### src/rtl/btn_debounce_bank.sv
// N-channel push-button conditioner: 2-FF synchroniser, tick-sampled debounce, press strobe.
// Optional auto-repeat while held is enabled by defining AUTO_REPEAT_EN.
module btn_debounce_bank #(
  parameter int N_CH         = 4,
  parameter int TICK_CLOCKS  = 5000000,
  parameter int STABLE_TICKS = 2,
  parameter int HOLD_TICKS   = 20,
  parameter int REPEAT_TICKS = 4
) (
  input  logic            clk,
  input  logic            rst,
  input  logic [N_CH-1:0] btn_in,
  output logic [N_CH-1:0] level,
  output logic [N_CH-1:0] pulse,
  output logic            tick
);

  localparam int TW = (TICK_CLOCKS > 2) ? $clog2(TICK_CLOCKS) : 1;
  localparam int SW = (STABLE_TICKS > 1) ? $clog2(STABLE_TICKS + 1) : 1;
  localparam logic [TW-1:0] TICK_LAST   = TW'(TICK_CLOCKS - 1);
  localparam logic [SW-1:0] STABLE_LAST = SW'(STABLE_TICKS - 1);

  logic [TW-1:0]   tick_cnt_q, tick_cnt_d;
  logic            tick_q, tick_d;
  logic [N_CH-1:0] s1_q, s1_d, s2_q, s2_d;
  logic [N_CH-1:0] level_q, level_d;
  logic [N_CH-1:0] pulse_q, pulse_d;
  logic [N_CH-1:0] rep_pulse;
  logic [SW-1:0]   stab_q [N_CH];
  logic [SW-1:0]   stab_d [N_CH];

  // Free-running sample tick generator and input synchroniser next-state
  always_comb begin
    tick_cnt_d = tick_cnt_q + TW'(1);
    if (tick_cnt_q == TICK_LAST) begin
      tick_cnt_d = '0;
    end else begin
      tick_cnt_d = tick_cnt_q + TW'(1);
    end
    tick_d = (tick_cnt_d == TICK_LAST);
    s1_d   = btn_in;
    s2_d   = s1_q;
  end

  // Per-channel debounce: level flips only after STABLE_TICKS consecutive differing samples
  always_comb begin
    level_d = level_q;
    pulse_d = '0;
    for (int i = 0; i < N_CH; i++) begin
      stab_d[i] = stab_q[i];
      if (tick_q) begin
        if (s2_q[i] == level_q[i]) begin
          stab_d[i] = '0;
        end else if (stab_q[i] == STABLE_LAST) begin
          level_d[i] = s2_q[i];
          stab_d[i]  = '0;
        end else begin
          stab_d[i] = stab_q[i] + SW'(1);
        end
      end else begin
        stab_d[i] = stab_q[i];
      end
      pulse_d[i] = (level_d[i] & ~level_q[i]) | rep_pulse[i];
    end
  end

`ifdef AUTO_REPEAT_EN
  localparam int HW = (HOLD_TICKS > 1) ? $clog2(HOLD_TICKS + 1) : 1;
  localparam int RW = (REPEAT_TICKS > 1) ? $clog2(REPEAT_TICKS + 1) : 1;
  localparam logic [HW-1:0] HOLD_FULL  = HW'(HOLD_TICKS);
  localparam logic [HW-1:0] HOLD_LAST  = HW'(HOLD_TICKS - 1);
  localparam logic [RW-1:0] REP_LAST   = RW'(REPEAT_TICKS - 1);

  logic [HW-1:0] hold_q [N_CH];
  logic [HW-1:0] hold_d [N_CH];
  logic [RW-1:0] rep_q  [N_CH];
  logic [RW-1:0] rep_d  [N_CH];

  // Hold counter saturates at HOLD_TICKS; repeat counter then paces further pulses
  always_comb begin
    rep_pulse = '0;
    for (int i = 0; i < N_CH; i++) begin
      hold_d[i] = hold_q[i];
      rep_d[i]  = rep_q[i];
      if (!level_d[i]) begin
        hold_d[i] = '0;
        rep_d[i]  = '0;
      end else if (tick_q && level_q[i]) begin
        if (hold_q[i] == HOLD_FULL) begin
          if (rep_q[i] == REP_LAST) begin
            rep_d[i]     = '0;
            rep_pulse[i] = 1'b1;
          end else begin
            rep_d[i] = rep_q[i] + RW'(1);
          end
        end else if (hold_q[i] == HOLD_LAST) begin
          hold_d[i]    = HOLD_FULL;
          rep_pulse[i] = 1'b1;
        end else begin
          hold_d[i] = hold_q[i] + HW'(1);
        end
      end else begin
        hold_d[i] = hold_q[i];
      end
    end
  end

  // Hold/repeat counter registers
  always_ff @(posedge clk) begin
    for (int i = 0; i < N_CH; i++) begin
      if (rst) begin
        hold_q[i] <= '0;
        rep_q[i]  <= '0;
      end else begin
        hold_q[i] <= hold_d[i];
        rep_q[i]  <= rep_d[i];
      end
    end
  end
`else
  assign rep_pulse = '0;
`endif

  // State registers; reset overrides every other event
  always_ff @(posedge clk) begin
    if (rst) begin
      tick_cnt_q <= '0;
      tick_q     <= 1'b0;
      s1_q       <= '0;
      s2_q       <= '0;
      level_q    <= '0;
      pulse_q    <= '0;
      for (int i = 0; i < N_CH; i++) stab_q[i] <= '0;
    end else begin
      tick_cnt_q <= tick_cnt_d;
      tick_q     <= tick_d;
      s1_q       <= s1_d;
      s2_q       <= s2_d;
      level_q    <= level_d;
      pulse_q    <= pulse_d;
      for (int i = 0; i < N_CH; i++) stab_q[i] <= stab_d[i];
    end
  end

  assign level = level_q;
  assign pulse = pulse_q;
  assign tick  = tick_q;

endmodule
### config.mk
export PLATFORM = sky130hd
export DESIGN_NAME = btn_debounce_bank
export DESIGN_NICKNAME = d
export VERILOG_FILES = /design/src/rtl/btn_debounce_bank.sv
export SDC_FILE = /design/constraint.sdc
export NUM_CORES = 1
export LEC_CHECK = 0
export ABC_AREA = 0
export BUFFER_PORTS_ARGS = -buffer_cell sky130_fd_sc_hd__buf_2
export CAP_MARGIN = 20
export CELL_PAD_IN_SITES_DETAIL_PLACEMENT = 1
export CELL_PAD_IN_SITES_GLOBAL_PLACEMENT = 2
export CORE_MARGIN = 2
export CORE_UTILIZATION = 36
export DETAILED_ROUTE_END_ITERATION = 16
export PLACE_DENSITY_LB_ADDON = 0.1
export SYNTH_ARGS = -nofsm -noshare
export SYNTH_HDL_FRONTEND = slang
export SYNTH_SLANG_ARGS = --single-unit
### constraint.sdc
create_clock -name clk -period 2.75 [get_ports clk]
set_input_delay 0.275 -clock clk [delete_from_list [all_inputs] [get_ports clk]]
set_output_delay 0.275 -clock clk [all_outputs]
set_load 0.02 [all_outputs]
Word level (Yosys, flattened, before mapping):

Memory sizes are Yosys's and may differ from the RTL's.
Cells that the tools add are included.

* register bits: 40
* bits in latches: 0
* memory bits (writable): 8
* memory bits (read-only): 0
* input port bits: 6
* output and inout bits: 9
* logic and storage cells: 66
* memories: 1

* $add $sub $neg: 5
* multipliers: 0
* divide/modulo/power cells: 0
* $lt $le $gt $ge: 0
* equality and inequality tests: 10
* shift operators: 0
* multiplexer cells: 32
* bitwise logic cells: 12
* reductions and logical operators: 0

Memory list
* stab_q: depth 4, width 2, read ports 4, clocked after memory_dff 0, wr ports 4, line 29 `logic [SW-1:0] stab_q [N_CH];`

Operator list (number)
* 23-bit equality test (second input constant): 2
* 2-bit 2-to-1 mux: 16
* 23-bit by 1-bit adder with 23-bit output (second input constant): 1
* 23-bit 2-to-1 mux: 1
* 1-bit 2-to-1 mux: 15
* 2-bit by 1-bit adder with 2-bit output (second input constant): 4
* 2-bit by 1-bit equality test with 1-bit output (second input constant): 4
* 1-bit AND: 4
* 1-bit equality test: 4
* 1-bit inverter: 4
* 1-bit bitwise OR: 4

Depth between registers and ports, before layout:

Gate-level depths: netlist of run 1.
An unclocked memory read counts as a cell.

* depth after elaboration: 6
* gate-level depth with buffers: 7
* gate-level depth less buffers: 7

Least setup slack after synthesis of run 1:

Ideal clock, no wire load.

* kind: register to register
* from: register tick_cnt_q[0]
* to: register tick_q (netlist: tick)
* setup time: 0.103 ns
* arrival: 2.326 ns
* data required time: 2.647 ns
* path slack: 0.321 ns
* cell stages (with the launch flop): 8
* buffers on the path: 0
* period minus slack after synthesis: 2.429 ns
* cells stage by stage: dfxtp_1 > ha_1 > nand3_1 > nor4b_1 > nand3_1 > mux2i_1 > or4_1 > a2111oi_2

* cells in the longest elaborated chain, start to end: 3
* elaborated cells between the ends (all ways): 4
* those cells by class: add/sub: 1; eq/ne: 2; mux: 1

RTL lines
* start: declaration: line 23 `logic [TW-1:0] tick_cnt_q, tick_cnt_d;`
* start signal: assignment: line 135 `tick_cnt_q <= tick_cnt_d;`
* 23-bit by 1-bit adder with 23-bit output / 23-bit equality test (equally long branches): line 38, 35
* 23-bit 2-to-1 mux *: line 35 `if (tick_cnt_q == TICK_LAST) begin`
* 23-bit equality test *: line 40 `tick_d = (tick_cnt_d == TICK_LAST);`
* end signal: assignment: line 136 `tick_q <= tick_d;`
* end: declaration: line 24 `logic tick_q, tick_d;`

Mark *: on every way between the ends. The rest lies on a longest branch, timed or not.
A chain may end at the register's enable or synchronous reset.

Final worst setup path of run 1:

Ends and elaborated chain as after synthesis.

==> metrics.yaml, run 1 <==
status: "completed"
cts_resized: 0
area_delta_synth_final_pct: 11.38
yosys.area.top_type: "dfxtp_1"
clk_pin_slew_ns: 0.09
cts-root-buf: "clkbuf_8"
setup_viol: 0
clockBufferDepth: 2
die_area_um2: 6301
ys_ff_latch: 48
nFillCells: 667
cts_num_sinks: 48
period_minus_slack_ns: 2.435
cp_slowest_cell: "or4_1"
skew_ns: 0.004649
synth.distinct_cells: 37
p_per_area_nw_per_um2: 523.5
synth_ff_type: "dfxtp_1"
synthArstFlopShare_pct: 0
dp_hpwl_um: 3142
ctsHtreeMaxLevel: 2
overflow: 0
holdCritPathClass: "in -> reg"
dp_cells: 311
start_kind: "flop"
antenna_found_initial: 0
cp.arrival_ns: 2.64
slew_headroom_pct: 74.66
cts_tree: "yes"
seqCellArea_um2: 960.9
drt_iter0_drc: 38
fp-row-count: 27
coreArea_um2: 5507
ys_top_cells_by_area: "dfxtp_1, nor2_1, xor2_1, xnor2_1, nor2b_1"
io_pins: 15
fin_cells: 319
timing.max_cap.violations: 0
multiInputGateArea_um2: 1035
crit_buf_inv: 0
vias: 1592
crit_required_ns: 2.95
worst_pin_slew_ns: 0.3767
critical-path-top-delay-family: "simple AND/OR/NAND/NOR gates"
grt_pass1_wl_um: 7645
wl_per_cell_um: 13.77
leakagePower_nw: 0.8738
r2r_slack_ns: 0.32
final_cell_mix: "dfxtp_1, nor2_1, nand2_1"
syn_avg_cell_area_um2: 8.780
syn_area_um2: 2046
synth_fp_nets: 240
path_class: "reg -> reg"
initial_core_util_pct: 37.15
clk_latency_ns: 0.30
post_cts_buffers: 0
grt_max_degree: 33
nets: 253
ir_drop_mv: 0.2190
track_usage_pct: 15.50
viasPerCell: 4.991
slew_viol_final: 0
ant_nets: 0
io_buffers: 14
n_antenna_cell: 0
period_share_pct: 88.53
slowest_delay_ns: 0.53
netlist_instances: 233
crit_chain: "ha_1 > nand3_1 > nor2_1 > xor2_1 > or4_1 > or4_1 > a2111oi_2"
wirelength_um: 4393
final_common_cell: "dfxtp_1"
final.setup.tns_ns: 0
hold_viol: 0
yosys_warnings: 0
end_kind: "flop"
seq_area_frac_synth_pct: 46.97
fmax_mhz: 410.7
first_pass_iters: 4
die_h_um: 79.38
drive_gt1_share_pct: 11.34
gp_congestion: 0.8041
synth_top_cell_area_share_pct: 46.97
drc: 0
grt_pass1_vias: 1594
cp_max_fo: 6
rsz0062_at_grt: "no"
critical_path.most_common_cell: "or4_1"
cts_hold_buffers: 0
die_w_um: 79.38
tritoncts.num_buffers: 5
synth_edf_count: 0
[metal layers]
metal	track usage (%)	routed length, um	up-vias
met5	0	0	-
met4	4.138	44	0
met3	3.394	94	5
met2	25.51	2040	12
met1	20.58	2212	756
li1	-	-	819
[area by class of cell]
class | count | share of cell area [%]
clock buffers | 6 | 3.624
inverters | 3 | 0.4942
well taps | 72 | 3.954
repair buffers | 16 | 3.734
multi-input cells | 172 | 45.41
flip-flops and latches | 48 | 42.17
clock inverters | 2 | 0.6041
[synth_stat cells, drive strengths merged (5+ instances only)]
master / n
dfxtp: 48
nor2: 37
nand2: 21
xor2: 14
nor2b: 13
nand3: 10
xnor2: 10
nor3: 9
clkbuf: 8
o21ai: 8
mux2i: 6
and3: 5
nand2b: 5
nor4: 5
[power breakdown]
group / internal (mW) / leakage [nW] / switching (mW)
Clock: 0.206 / 0.0516 / 0.244
Combinational: 0.0132 / 0.433 / 0.0205
Sequential: 0.704 / 0.389 / 0.00579
Total: 0.923 / 0.874 / 0.270
[cell families after synthesis]
logic type	share of synthesized area (%)
muxes	3.486
AOI/OAI and AO/OA	6.177
and+or+nand+nor	30.03
buffers and inverters	2.446
xor gates and xnor gates	10.28
DFF	46.97
adders and majority gates	0.6115
[stage by stage]
step	worst slack, ns	util (%)	power [mW]	area, um^2	hold WS [ns]
4_1_cts	0.2743	41.38	1.219	2278	0.1767
3_3_place_gp	0.3961	39.63	0.7590	2182	0.4180
3_5_place_dp	0.2944	39.63	0.7601	2182	0.4300
2_1_floorplan	0.3206	-	0.7469	2046	0.4032
6_report	0.3153	41.38	1.193	2278	0.1784
5_1_grt	0.07680	41.38	1.251	2278	0.2000
[state kept, by name, indices dropped and copies added (netlist names)]
| register | cells |
|---|---|
| tick_cnt_q | 23 |
| stab_q | 8 |
| level | 4 |
| pulse | 4 |
| s1_q | 4 |
| s2_q | 4 |
| tick | 1 |
[worst paths after layout]
| check | from | end | cells past startpoint |
|---|---|---|---|
| worst max register to register | tick_cnt_q[0]$_SDFF_PP0_ | tick$_SDFF_PP0_ | 7 |
| worst min-delay path | btn_in[3] | s1_q[3]$_SDFF_PP0_ | 2 |
| worst max-delay path | tick_cnt_q[0]$_SDFF_PP0_ | tick$_SDFF_PP0_ | 7 |
| worst min register to register | s1_q[3]$_SDFF_PP0_ | s2_q[3]$_SDFF_PP0_ | 1 |
Note: power is estimated with default switching activity, not from simulation.
==> run 2, diff against run 1 <==
REMOVE_ABC_BUFFERS = 1   (was not set)
==> run 2 against run 1 <==
Against the previous run:
- critical path type unchanged
- non-clock buffer count unchanged
- power fell by 0.75%
- final area is 0.11% lower
- sequential share of layout area hardly changed
- clock skew rose by 0.0012 ns
- sequential power about the same
- final cell count is the same
==> metrics.yaml, run 2 (same netlist as run 1, synthesis figures left out) <==
final.setup.tns_ns: 0
tritoncts.num_buffers: 5
gp_congestion: 0.7214
holdPathEnd: "s1_q[3]$_SDFF_PP0_"
n_antenna_cell: 0
status: "completed"
wl_per_cell_um: 13.34
hold_viol: 0
setup_viol: 0
grt_pass1_vias: 1560
largest_registers: "tick_cnt_q (23), stab_q (8)"
final_common_cell: "dfxtp_1"
clk_latency_ns: 0.31
clk_pin_slew_ns: 0.09
path_class: "reg -> reg"
vias: 1570
clockBufferDepth: 2
worstHoldStart: "btn_in[3]"
drc: 0
critical_path.most_common_cell: "or4_1"
hold_ws_ns: 0.1768
ir_drop_mv: 0.2106
r2r-end: "tick$_SDFF_PP0_"
wirelength_um: 4256
timing.reg2reg.worst_path_depth: 7
cp_slowest_cell: "or4_1"
skew_ns: 0.005801
die_h_um: 79.38
cts_hold_buffers: 0
io_buffers: 14
hold_path_depth: 2
overflow: 0
nets: 253
end_kind: "flop"
ant_nets: 0
slowest_delay_ns: 0.53
top_register: "tick_cnt_q"
drt_iter0_drc: 32
cts_tree: "yes"
crit_chain: "ha_1 > nand3_1 > nor2_1 > xor2_1 > or4_1 > or4_1 > a2111oi_2"
cts_num_sinks: 48
cts-root-buf: "clkbuf_8"
fp-row-count: 27
worst_pin_slew_ns: 0.4489
fin_util_pct: 41.33
first_pass_iters: 4
area_delta_synth_final_pct: 11.25
start_kind: "flop"
leakagePower_nw: 0.8667
coreArea_um2: 5507
ctsHtreeMaxLevel: 2
dp_hpwl_um: 2966
cts_resized: 0
timing.max_cap.violations: 0
period_minus_slack_ns: 2.416
initial_core_util_pct: 37.15
cp.arrival_ns: 2.62
post_cts_buffers: 0
period_share_pct: 87.87
cp_max_fo: 6
r2r_start: "tick_cnt_q[0]$_SDFF_PP0_"
largest_reg_flops: 23
holdCritPathClass: "in -> reg"
fmax_mhz: 413.8
drive_gt1_share_pct: 10.93
die_area_um2: 6301
p_per_area_nw_per_um2: 520.1
viasPerCell: 4.922
die_w_um: 79.38
io_pins: 15
track_usage_pct: 15.00
slew_headroom_pct: 69.80
rsz0062_at_grt: "no"
grt_pass1_wl_um: 7300
r2r_slack_ns: 0.33
crit_required_ns: 2.96
final_cell_mix: "dfxtp_1, nor2_1, nand2_1"
slew_viol_final: 0
antenna_found_initial: 0
grt_max_degree: 33
[run 2: area by class of cell]
type                       instances  area, um^2
multi-input combinational        172        1035
tap                               72       90.09
clock inverter                     1       7.507
inverter                           3       11.26
timing repair buffer              16       85.08
clock buffer                       7       86.33
fill                             646        3231
sequential                        48       960.9
[run 2: routing by layer]
metal,track usage (%),vias to the layer above,part of all wire [%],wire length [um]
met5,0,-,0,0
met4,7.241,0,1.9,80
met3,2.715,8,2.6,111
met2,26.19,14,48,2047
met1,17.70,739,47,2016
li1,-,809,-,-
[run 2: critical path: cells and delay by family, from the launching register on]
kind	cells	cell delay (ns)
XOR/XNOR	1	0.09
AND/OR/NAND/NOR	4	1.42
flip-flops	1	0.38
AO/OA/AOI/OAI	1	0.20
adder cells (fa/ha/maj)	1	0.23
[run 2: through the flow]
stage	setup slack [ns]	instances	instance area [um^2]	power, mW
floorplan	0.3206	223	2007	0.7416
global placement	0.3904	311	2182	0.7586
detailed placement	0.3116	311	2182	0.7597
CTS	0.2906	319	2276	1.207
global route	0.07010	319	2276	1.241
finish	0.3336	319	2276	1.184
[run 2: worst max path at each step]
stage                 endpoint                     start  depth (start not counted)
3_5_place_dp   tick$_SDFF_PP0_  tick_cnt_q[0]$_SDFF_PP0_                          7
6_report       tick$_SDFF_PP0_  tick_cnt_q[0]$_SDFF_PP0_                          7
4_1_cts        tick$_SDFF_PP0_  tick_cnt_q[0]$_SDFF_PP0_                          7
2_1_floorplan  tick$_SDFF_PP0_  tick_cnt_q[0]$_SDFF_PP0_                          7
5_1_grt        tick$_SDFF_PP0_  tick_cnt_q[0]$_SDFF_PP0_                          7
3_3_place_gp   tick$_SDFF_PP0_  tick_cnt_q[0]$_SDFF_PP0_                          6
[run 2: report_power, final]
| part | total (mW) | switching, mW | internal, mW |
|---|---|---|---|
| Clock | 0.442 | 0.238 | 0.205 |
| Combinational | 0.0328 | 0.0198 | 0.0130 |
| Sequential | 0.709 | 0.00539 | 0.703 |
